[config.mk]
export PLATFORM = sky130hd
export DESIGN_NAME = multicycle_control
export DESIGN_NICKNAME = d
export VERILOG_FILES = /design/src/rtl/multicycle_control.sv
export SDC_FILE = /design/constraint.sdc
export NUM_CORES = 1
export LEC_CHECK = 0
export CAP_MARGIN = 20
export CORE_ASPECT_RATIO = 2
export CORE_MARGIN = 5
export CORE_UTILIZATION = 47
export CTS_BUF_LIST = sky130_fd_sc_hd__clkbuf_4 sky130_fd_sc_hd__clkbuf_8
export DETAILED_ROUTE_END_ITERATION = 12
export DONT_BUFFER_PORTS = 1
export PLACE_DENSITY = 0.75
export SYNTH_ARGS = -nofsm -noshare
export SYNTH_HDL_FRONTEND = slang
export SYNTH_SLANG_ARGS = --single-unit
[constraint.sdc]
create_clock -name clk -period 2.17 [get_ports clk]
set_clock_uncertainty 0.15 [all_clocks]
set_input_delay 0.5425 -clock clk [delete_from_list [all_inputs] [get_ports clk]]
set_output_delay 0.5425 -clock clk [all_outputs]
set_load 0.005 [all_outputs]
[src/rtl/multicycle_control.sv]
// Multicycle RV32I main control FSM.
// Sequences IF/ID/EX/MEM/WB from the instruction register fields and drives the
// datapath mux selects, write enables and the 3-bit ALUControlOp for the ALU.
// Control outputs are decoded from the registered state plus the live inputs;
// the halt causes and the retired-instruction counter are registered.
module multicycle_control #(
   parameter int unsigned MEM_WAIT_MAX = 0,
   parameter int unsigned CNT_W        = 32
) (
   input  logic             clk,
   input  logic             reset_n,
   input  logic [6:0]       Opcode,
   input  logic [2:0]       Func3,
   input  logic             Func7b5,
   input  logic             Bcond,
   input  logic             MemReady,
   output logic             PCWrite,
   output logic             PCWriteCond,
   output logic             PCSource,
   output logic             IorD,
   output logic             MemRead,
   output logic             MemWrite,
   output logic             IRWrite,
   output logic             RegWrite,
   output logic [1:0]       MemtoReg,
   output logic [1:0]       ALUSrcA,
   output logic [1:0]       ALUSrcB,
   output logic [2:0]       ALUControlOp,
   output logic             Halted,
   output logic             IllegalInst,
   output logic             BusError,
   output logic [CNT_W-1:0] InstrCount,
   output logic [3:0]       StateOut
);

   typedef enum logic [3:0] {
      S_INIT = 4'd0,
      S_IF   = 4'd1,
      S_ID   = 4'd2,
      S_EX   = 4'd3,
      S_MEM  = 4'd4,
      S_WB   = 4'd5,
      S_HALT = 4'd6
   } state_t;

   localparam logic [6:0] OP_RTYPE  = 7'b0110011;
   localparam logic [6:0] OP_ITYPE  = 7'b0010011;
   localparam logic [6:0] OP_LOAD   = 7'b0000011;
   localparam logic [6:0] OP_STORE  = 7'b0100011;
   localparam logic [6:0] OP_BRANCH = 7'b1100011;
   localparam logic [6:0] OP_JAL    = 7'b1101111;
   localparam logic [6:0] OP_JALR   = 7'b1100111;
   localparam logic [6:0] OP_LUI    = 7'b0110111;
   localparam logic [6:0] OP_AUIPC  = 7'b0010111;
   localparam logic [6:0] OP_SYSTEM = 7'b1110011;

   localparam logic [2:0] ALU_ADD    = 3'b000;
   localparam logic [2:0] ALU_R      = 3'b001;
   localparam logic [2:0] ALU_R_ALT  = 3'b101;
   localparam logic [2:0] ALU_I      = 3'b010;
   localparam logic [2:0] ALU_I_ALT  = 3'b110;
   localparam logic [2:0] ALU_BRANCH = 3'b011;
   localparam logic [2:0] ALU_PASSB  = 3'b111;

   localparam logic [31:0]      WAIT_LIM = MEM_WAIT_MAX;
   localparam logic [CNT_W-1:0] CNT_ONE  = CNT_W'(1);

   state_t           state_r;
   logic [CNT_W-1:0] instr_cnt_r;
   logic [31:0]      wait_cnt_r;
   logic             illegal_r;
   logic             bus_err_r;
   logic             timeout_s;
   logic             bcond_unused_s;

   // Opcodes that the datapath knows how to execute.
   function automatic logic is_exec_op(input logic [6:0] op);
      logic hit;
      case (op)
         OP_RTYPE, OP_ITYPE, OP_LOAD, OP_STORE, OP_BRANCH,
         OP_JAL, OP_JALR, OP_LUI, OP_AUIPC: hit = 1'b1;
         default:                           hit = 1'b0;
      endcase
      return hit;
   endfunction

   // Bcond qualifies PCWriteCond in the PC-enable gate of the datapath; the FSM
   // only requests the conditional load and never branches on Bcond itself.
   assign bcond_unused_s = Bcond;

   // The wait limit is hit on the MEM_WAIT_MAX-th consecutive not-ready cycle.
   assign timeout_s = (WAIT_LIM != 32'd0) && (wait_cnt_r == (WAIT_LIM - 32'd1));

   assign Halted      = (state_r == S_HALT);
   assign IllegalInst = illegal_r;
   assign BusError    = bus_err_r;
   assign InstrCount  = instr_cnt_r;
   assign StateOut    = state_r;

   // State sequencing, retire counting, memory wait timing and sticky halt causes.
   always_ff @(posedge clk or negedge reset_n) begin
      if (!reset_n) begin
         state_r     <= S_INIT;
         instr_cnt_r <= '0;
         wait_cnt_r  <= 32'd0;
         illegal_r   <= 1'b0;
         bus_err_r   <= 1'b0;
      end else begin
         case (state_r)
            S_INIT: begin
               state_r    <= S_IF;
               wait_cnt_r <= 32'd0;
            end
            S_IF: begin
               if (MemReady) begin
                  state_r    <= S_ID;
                  wait_cnt_r <= 32'd0;
               end else if (timeout_s) begin
                  state_r    <= S_HALT;
                  bus_err_r  <= 1'b1;
                  wait_cnt_r <= 32'd0;
               end else begin
                  wait_cnt_r <= wait_cnt_r + 32'd1;
               end
            end
            S_ID: begin
               wait_cnt_r <= 32'd0;
               if (is_exec_op(Opcode)) begin
                  state_r <= S_EX;
               end else if (Opcode == OP_SYSTEM) begin
                  state_r <= S_HALT;
               end else begin
                  state_r   <= S_HALT;
                  illegal_r <= 1'b1;
               end
            end
            S_EX: begin
               wait_cnt_r <= 32'd0;
               case (Opcode)
                  OP_RTYPE, OP_ITYPE, OP_LUI, OP_AUIPC, OP_JAL, OP_JALR: state_r <= S_WB;
                  OP_LOAD, OP_STORE: state_r <= S_MEM;
                  OP_BRANCH: begin
                     state_r     <= S_IF;
                     instr_cnt_r <= instr_cnt_r + CNT_ONE;
                  end
                  default: begin
                     state_r   <= S_HALT;
                     illegal_r <= 1'b1;
                  end
               endcase
            end
            S_MEM: begin
               if (MemReady) begin
                  wait_cnt_r <= 32'd0;
                  case (Opcode)
                     OP_LOAD:  state_r <= S_WB;
                     OP_STORE: begin
                        state_r     <= S_IF;
                        instr_cnt_r <= instr_cnt_r + CNT_ONE;
                     end
                     default: begin
                        state_r   <= S_HALT;
                        illegal_r <= 1'b1;
                     end
                  endcase
               end else if (timeout_s) begin
                  state_r    <= S_HALT;
                  bus_err_r  <= 1'b1;
                  wait_cnt_r <= 32'd0;
               end else begin
                  wait_cnt_r <= wait_cnt_r + 32'd1;
               end
            end
            S_WB: begin
               state_r     <= S_IF;
               wait_cnt_r  <= 32'd0;
               instr_cnt_r <= instr_cnt_r + CNT_ONE;
            end
            S_HALT: begin
               state_r    <= S_HALT;
               wait_cnt_r <= 32'd0;
            end
            default: begin
               state_r    <= S_HALT;
               wait_cnt_r <= 32'd0;
            end
         endcase
      end
   end

   // Datapath control decode from the current state and the instruction fields.
   always_comb begin
      PCWrite      = 1'b0;
      PCWriteCond  = 1'b0;
      PCSource     = 1'b0;
      IorD         = 1'b0;
      MemRead      = 1'b0;
      MemWrite     = 1'b0;
      IRWrite      = 1'b0;
      RegWrite     = 1'b0;
      MemtoReg     = 2'b00;
      ALUSrcA      = 2'b00;
      ALUSrcB      = 2'b00;
      ALUControlOp = ALU_ADD;
      case (state_r)
         S_IF: begin
            MemRead = 1'b1;
            ALUSrcB = 2'b01;
            IRWrite = MemReady;
            PCWrite = MemReady;
         end
         S_ID: begin
            ALUSrcA = 2'b10;
            ALUSrcB = 2'b10;
         end
         S_EX: begin
            case (Opcode)
               OP_RTYPE: begin
                  ALUSrcA      = 2'b01;
                  ALUControlOp = Func7b5 ? ALU_R_ALT : ALU_R;
               end
               OP_ITYPE: begin
                  ALUSrcA      = 2'b01;
                  ALUSrcB      = 2'b10;
                  ALUControlOp = ((Func3 == 3'b101) && Func7b5) ? ALU_I_ALT : ALU_I;
               end
               OP_LOAD, OP_STORE: begin
                  ALUSrcA = 2'b01;
                  ALUSrcB = 2'b10;
               end
               OP_BRANCH: begin
                  ALUSrcA      = 2'b01;
                  ALUControlOp = ALU_BRANCH;
                  PCWriteCond  = 1'b1;
                  PCSource     = 1'b1;
               end
               OP_LUI: begin
                  ALUSrcB      = 2'b10;
                  ALUControlOp = ALU_PASSB;
               end
               OP_AUIPC: begin
                  ALUSrcA = 2'b10;
                  ALUSrcB = 2'b10;
               end
               OP_JAL: begin
                  PCWrite  = 1'b1;
                  PCSource = 1'b1;
               end
               OP_JALR: begin
                  ALUSrcA = 2'b01;
                  ALUSrcB = 2'b10;
                  PCWrite = 1'b1;
               end
               default: begin
                  PCWrite = 1'b0;
               end
            endcase
         end
         S_MEM: begin
            IorD = 1'b1;
            case (Opcode)
               OP_LOAD:  MemRead  = 1'b1;
               OP_STORE: MemWrite = 1'b1;
               default:  MemRead  = 1'b0;
            endcase
         end
         S_WB: begin
            RegWrite = 1'b1;
            case (Opcode)
               OP_LOAD:          MemtoReg = 2'b01;
               OP_JAL, OP_JALR:  MemtoReg = 2'b10;
               default:          MemtoReg = 2'b00;
            endcase
         end
         default: begin
            RegWrite = 1'b0;
         end
      endcase
   end

endmodule

==> impl_table.tex <==
\begin{tabular}{lr}
\hline
Metric & Value \\
\hline
\multicolumn{2}{l}{\textbf{Outcome}} \\
Outcome & finished, violations left \\
Violated checks & setup timing \\
\multicolumn{2}{l}{\textbf{Logic synthesis}} \\
Synth top area share & 44.0\% \\
Area leader, netlist & dfrtp\_1 \\
Share of flip-flops with an asynchronous set or reset & 100\% \\
Leading post-synthesis cells by cell area & dfrtp\_1, xnor2\_1, xor2\_1 \\
Flip-flop cell with the highest count after synthesis & dfrtp\_1 \\
Proportion of synthesized chip area in sequential cells & $\sim$44\% \\
\#FFs+latches synth & 36 \\
Post-synthesis instance total & 219 \\
Number of distinct library cells after synthesis & 42 \\
Cell types with the highest counts after synthesis & dfrtp\_1, xnor2\_1, nand2\_1 \\
Post-synthesis cell area & 2050 sq um \\
EDFF count, synth & 0 \\
Number of warnings issued by yosys & 0 \\
Count leader, synth & dfrtp\_1 \\
Mean area per synthesized cell & 9.35 sq um \\
\multicolumn{2}{l}{\textbf{Min path}} \\
Worst min-delay path category & in2reg \\
Capture endpoint of the worst hold path & IllegalInst \\
Min-Delay Startpoint & MemReady \\
Number of instances on the worst hold path & 1 \\
\multicolumn{2}{l}{\textbf{Clocking}} \\
CTS max path bufs & 2 \\
Number of buffers created by CTS & 5 \\
CTS root buffer & clkbuf\_8 \\
Clock latency on the worst-skew pair & $\sim$0.29 ns \\
Clk pin slew, worst setup/hold paths & $\sim$0.070 ns \\
Sink Count & 36 \\
Number of H-tree levels & 2 \\
CTS tree & built \\
\multicolumn{2}{l}{\textbf{STA}} \\
Final Max Slew Viols & 0 \\
Max frequency & 432 MHz \\
Final worst path period share & 107\% \\
Min Tclk post-route & $\sim$2.3 ns \\
Final Hold Viols & 0 \\
Worst Setup Slack, final & -0.143 ns \\
Unrepaired setup endpoints after global routing & yes \\
Final setup violation count & 6 \\
\multicolumn{2}{l}{\textbf{Worst setup path}} \\
FF-to-FF setup slack & $\sim$0.10 ns \\
R2R depth & 6 \\
Largest stage delay on the critical path & 0.45 ns \\
Reg-to-Reg End & InstrCount[6] \\
Kind of end point of the critical path & output pin \\
Worst Setup Path Type & reg2out \\
Cell with the largest stage delay on the worst path & or3\_4 \\
Arrival time reported for the critical path endpoint & approximately 1.6 ns \\
Worst-path cell chain & nand3b\_1, or3\_4, buf\_6, a21oi\_4 \\
Buffers and inverters on the worst path & 1 \\
Maximum fanout encountered on the critical timing path & 4 \\
Crit path launch type & register \\
Gate family responsible for the most delay along the worst path & simple AND/OR/NAND/NOR gates \\
CP required & 1.48 ns \\
Worst setup path start & StateOut[2] \\
Worst reg2reg path startpoint & StateOut[2] \\
\multicolumn{2}{l}{\textbf{Power}} \\
Peak supply drop & 379 uV \\
Total power & between 1 and 1.5 mW \\
Reported leakage power & 1.06 nW \\
Cell-internal power & 1.08 mW \\
Net switching power & 0.333 mW \\
Clock power frac & about 41\% \\
Proportion of power drawn by flip-flops and latches & approximately half \\
Total power per unit cell area & about 540 nW/um\^{}2 \\
Proportion of total power due to net switching & 23.6\% \\
Share of power burned in combinational logic & 6.9\% \\
\multicolumn{2}{l}{\textbf{Job}} \\
Max-cap violation count & 0 \\
\multicolumn{2}{l}{\textbf{Detailed routing}} \\
Number of remaining DRC errors & 0 \\
Number of detailed-route iterations in the first pass & 4 \\
DRT iter0 DRCs & 71 \\
Antenna Nets Post-Route & 0 \\
Final wirelength & 5470 microns \\
Total via count in the routed design & 1782 \\
Routed vias/inst & 5.86 \\
Routed length per placed instance & 18.0 microns \\
\multicolumn{2}{l}{\textbf{Die}} \\
Floorplan die area & 5860 sq um \\
Horizontal die dimension & 56.7 microns \\
Total number of placement rows & 34 \\
Boundary Pins & 71 \\
Std-Cell Core Area & 4300 sq um \\
Initial Util & between 40\% and 50\% \\
Die Ht & 103 microns \\
\multicolumn{2}{l}{\textbf{Global route}} \\
Overall overflow remaining after global route & 0 \\
Maximum number of pins on one net before global-route repair & 37 \\
Wire length of the first global-routing pass & 8890 microns \\
Initial antenna violation count & 0 \\
GRT Total Usage & 19.4\% \\
Vias in the first global route & 1954 \\
\multicolumn{2}{l}{\textbf{Placed design}} \\
Gpl congestion & 0.784 \\
Post-Place Setup Slack & -0.137 ns \\
Count of input and output buffers & 0 \\
Detailed-placement wirelength estimate & approximately 4000 microns \\
\multicolumn{2}{l}{\textbf{Cells and area}} \\
Area growth syn-to-layout & 27.3\% \\
Number of diodes added for antenna fixing & 0 \\
Fraction of the core area covered by cells at the end of the flow & 60.7\% \\
Fraction of layout instances using a drive strength above 1 & 26.0\% \\
Number of filler cells placed in the layout & 374 \\
Final nets & around 270 \\
\hline
\end{tabular}
## final cells by class
type                            instances  area (sq um)  share of cell area (%)
Clock buffer                            5          68.8                    2.64
Inverter                                9          33.8                    1.30
Timing Repair Buffer                   31           260                    9.99
Multi-Input combinational cell        166          1230                    47.2
Clock inverter                          3          42.5                    1.63
Sequential cell                        36           902                    34.6
Tap cell                               54          67.6                    2.59
## power groups by stage
stage,combinational (mW),sequential [mW],clock [mW]
global route,0.114,0.735,0.623
CTS,0.0950,0.731,0.593
global placement,0.0654,0.743,0
detailed placement,0.0681,0.745,0
floorplan,0.0598,0.734,0
finish,0.0975,0.732,0.581
## metrics by stage
stage,cell area (sq um),setup TNS [ns],hold WS (ns),cells
5_1_grt,2610,-0.883,0.266,304
4_1_cts,2530,-0.504,0.265,301
3_3_place_gp,2270,-0.852,0.0977,288
3_5_place_dp,2270,-1.13,0.0977,288
2_1_floorplan,2080,-0.262,0.0969,220
6_report,2610,-0.595,0.272,304
## logic make-up (layout without fill, tap and decap cells)
family                     after synthesis  after routing  synth area share, %
and+or+nand+nor                        103            103                 28.0
DFF                                     36             36                 44.0
xor gates and xnor gates                31             31                 13.3
AOI/OAI and AO/OA                       29             29                 10.0
buffers and inverters                   18             48                 3.91
adders and majority gates                1              1                0.611
other                                    1              2                0.183
## state kept, by name, summed over array words and instances, names as in the netlist
register and count:
InstrCount 32, StateOut 3, IllegalInst 1
## layout by cell type, fill, tap and decap left out, types with 6 or more instances in the layout
cell type | netlist | routed
dfrtp_1 | 36 | 35
buf_4 | 2 | 24
xnor2_1 | 22 | 22
nand2_1 | 18 | 18
nand3_1 | 15 | 15
nor2_1 | 17 | 14
nand4_1 | 11 | 11
inv_1 | 9 | 9
xor2_1 | 9 | 9
a21oi_1 | 8 | 7
o21ai_0 | 7 | 6
## layer usage
layer,up-vias,routed length [microns],track usage (%)
li1,831,-,-
met3,19,421,4.72
met2,75,2940,36.4
met4,0,277,13.5
met5,-,0,0
met1,857,1830,18.0
## what timing repair did
item / CTS / global route
hold endpoints to repair: 36 / 0
pin swaps: 4 / 8
setup endpoints to repair: 9 / 30
hold buffers: 2 / 0
gates cloned: 0 / 1
resized for setup: 18 / 16
setup buffers: 3 / 2
## worst max path at each step
stage | slack, ns | cells past startpoint | endpoint
after floorplan | -0.05 | 6 | InstrCount[20]
after global placement | -0.14 | 4 | MemtoReg[0]
after detailed placement | -0.14 | 4 | MemtoReg[0]
after CTS | -0.15 | 4 | ALUControlOp[1]
after global routing | -0.18 | 4 | ALUSrcA[0]
final | -0.14 | 4 | ALUSrcA[0]
No activity file was read; power rests on OpenSTA's default activity.
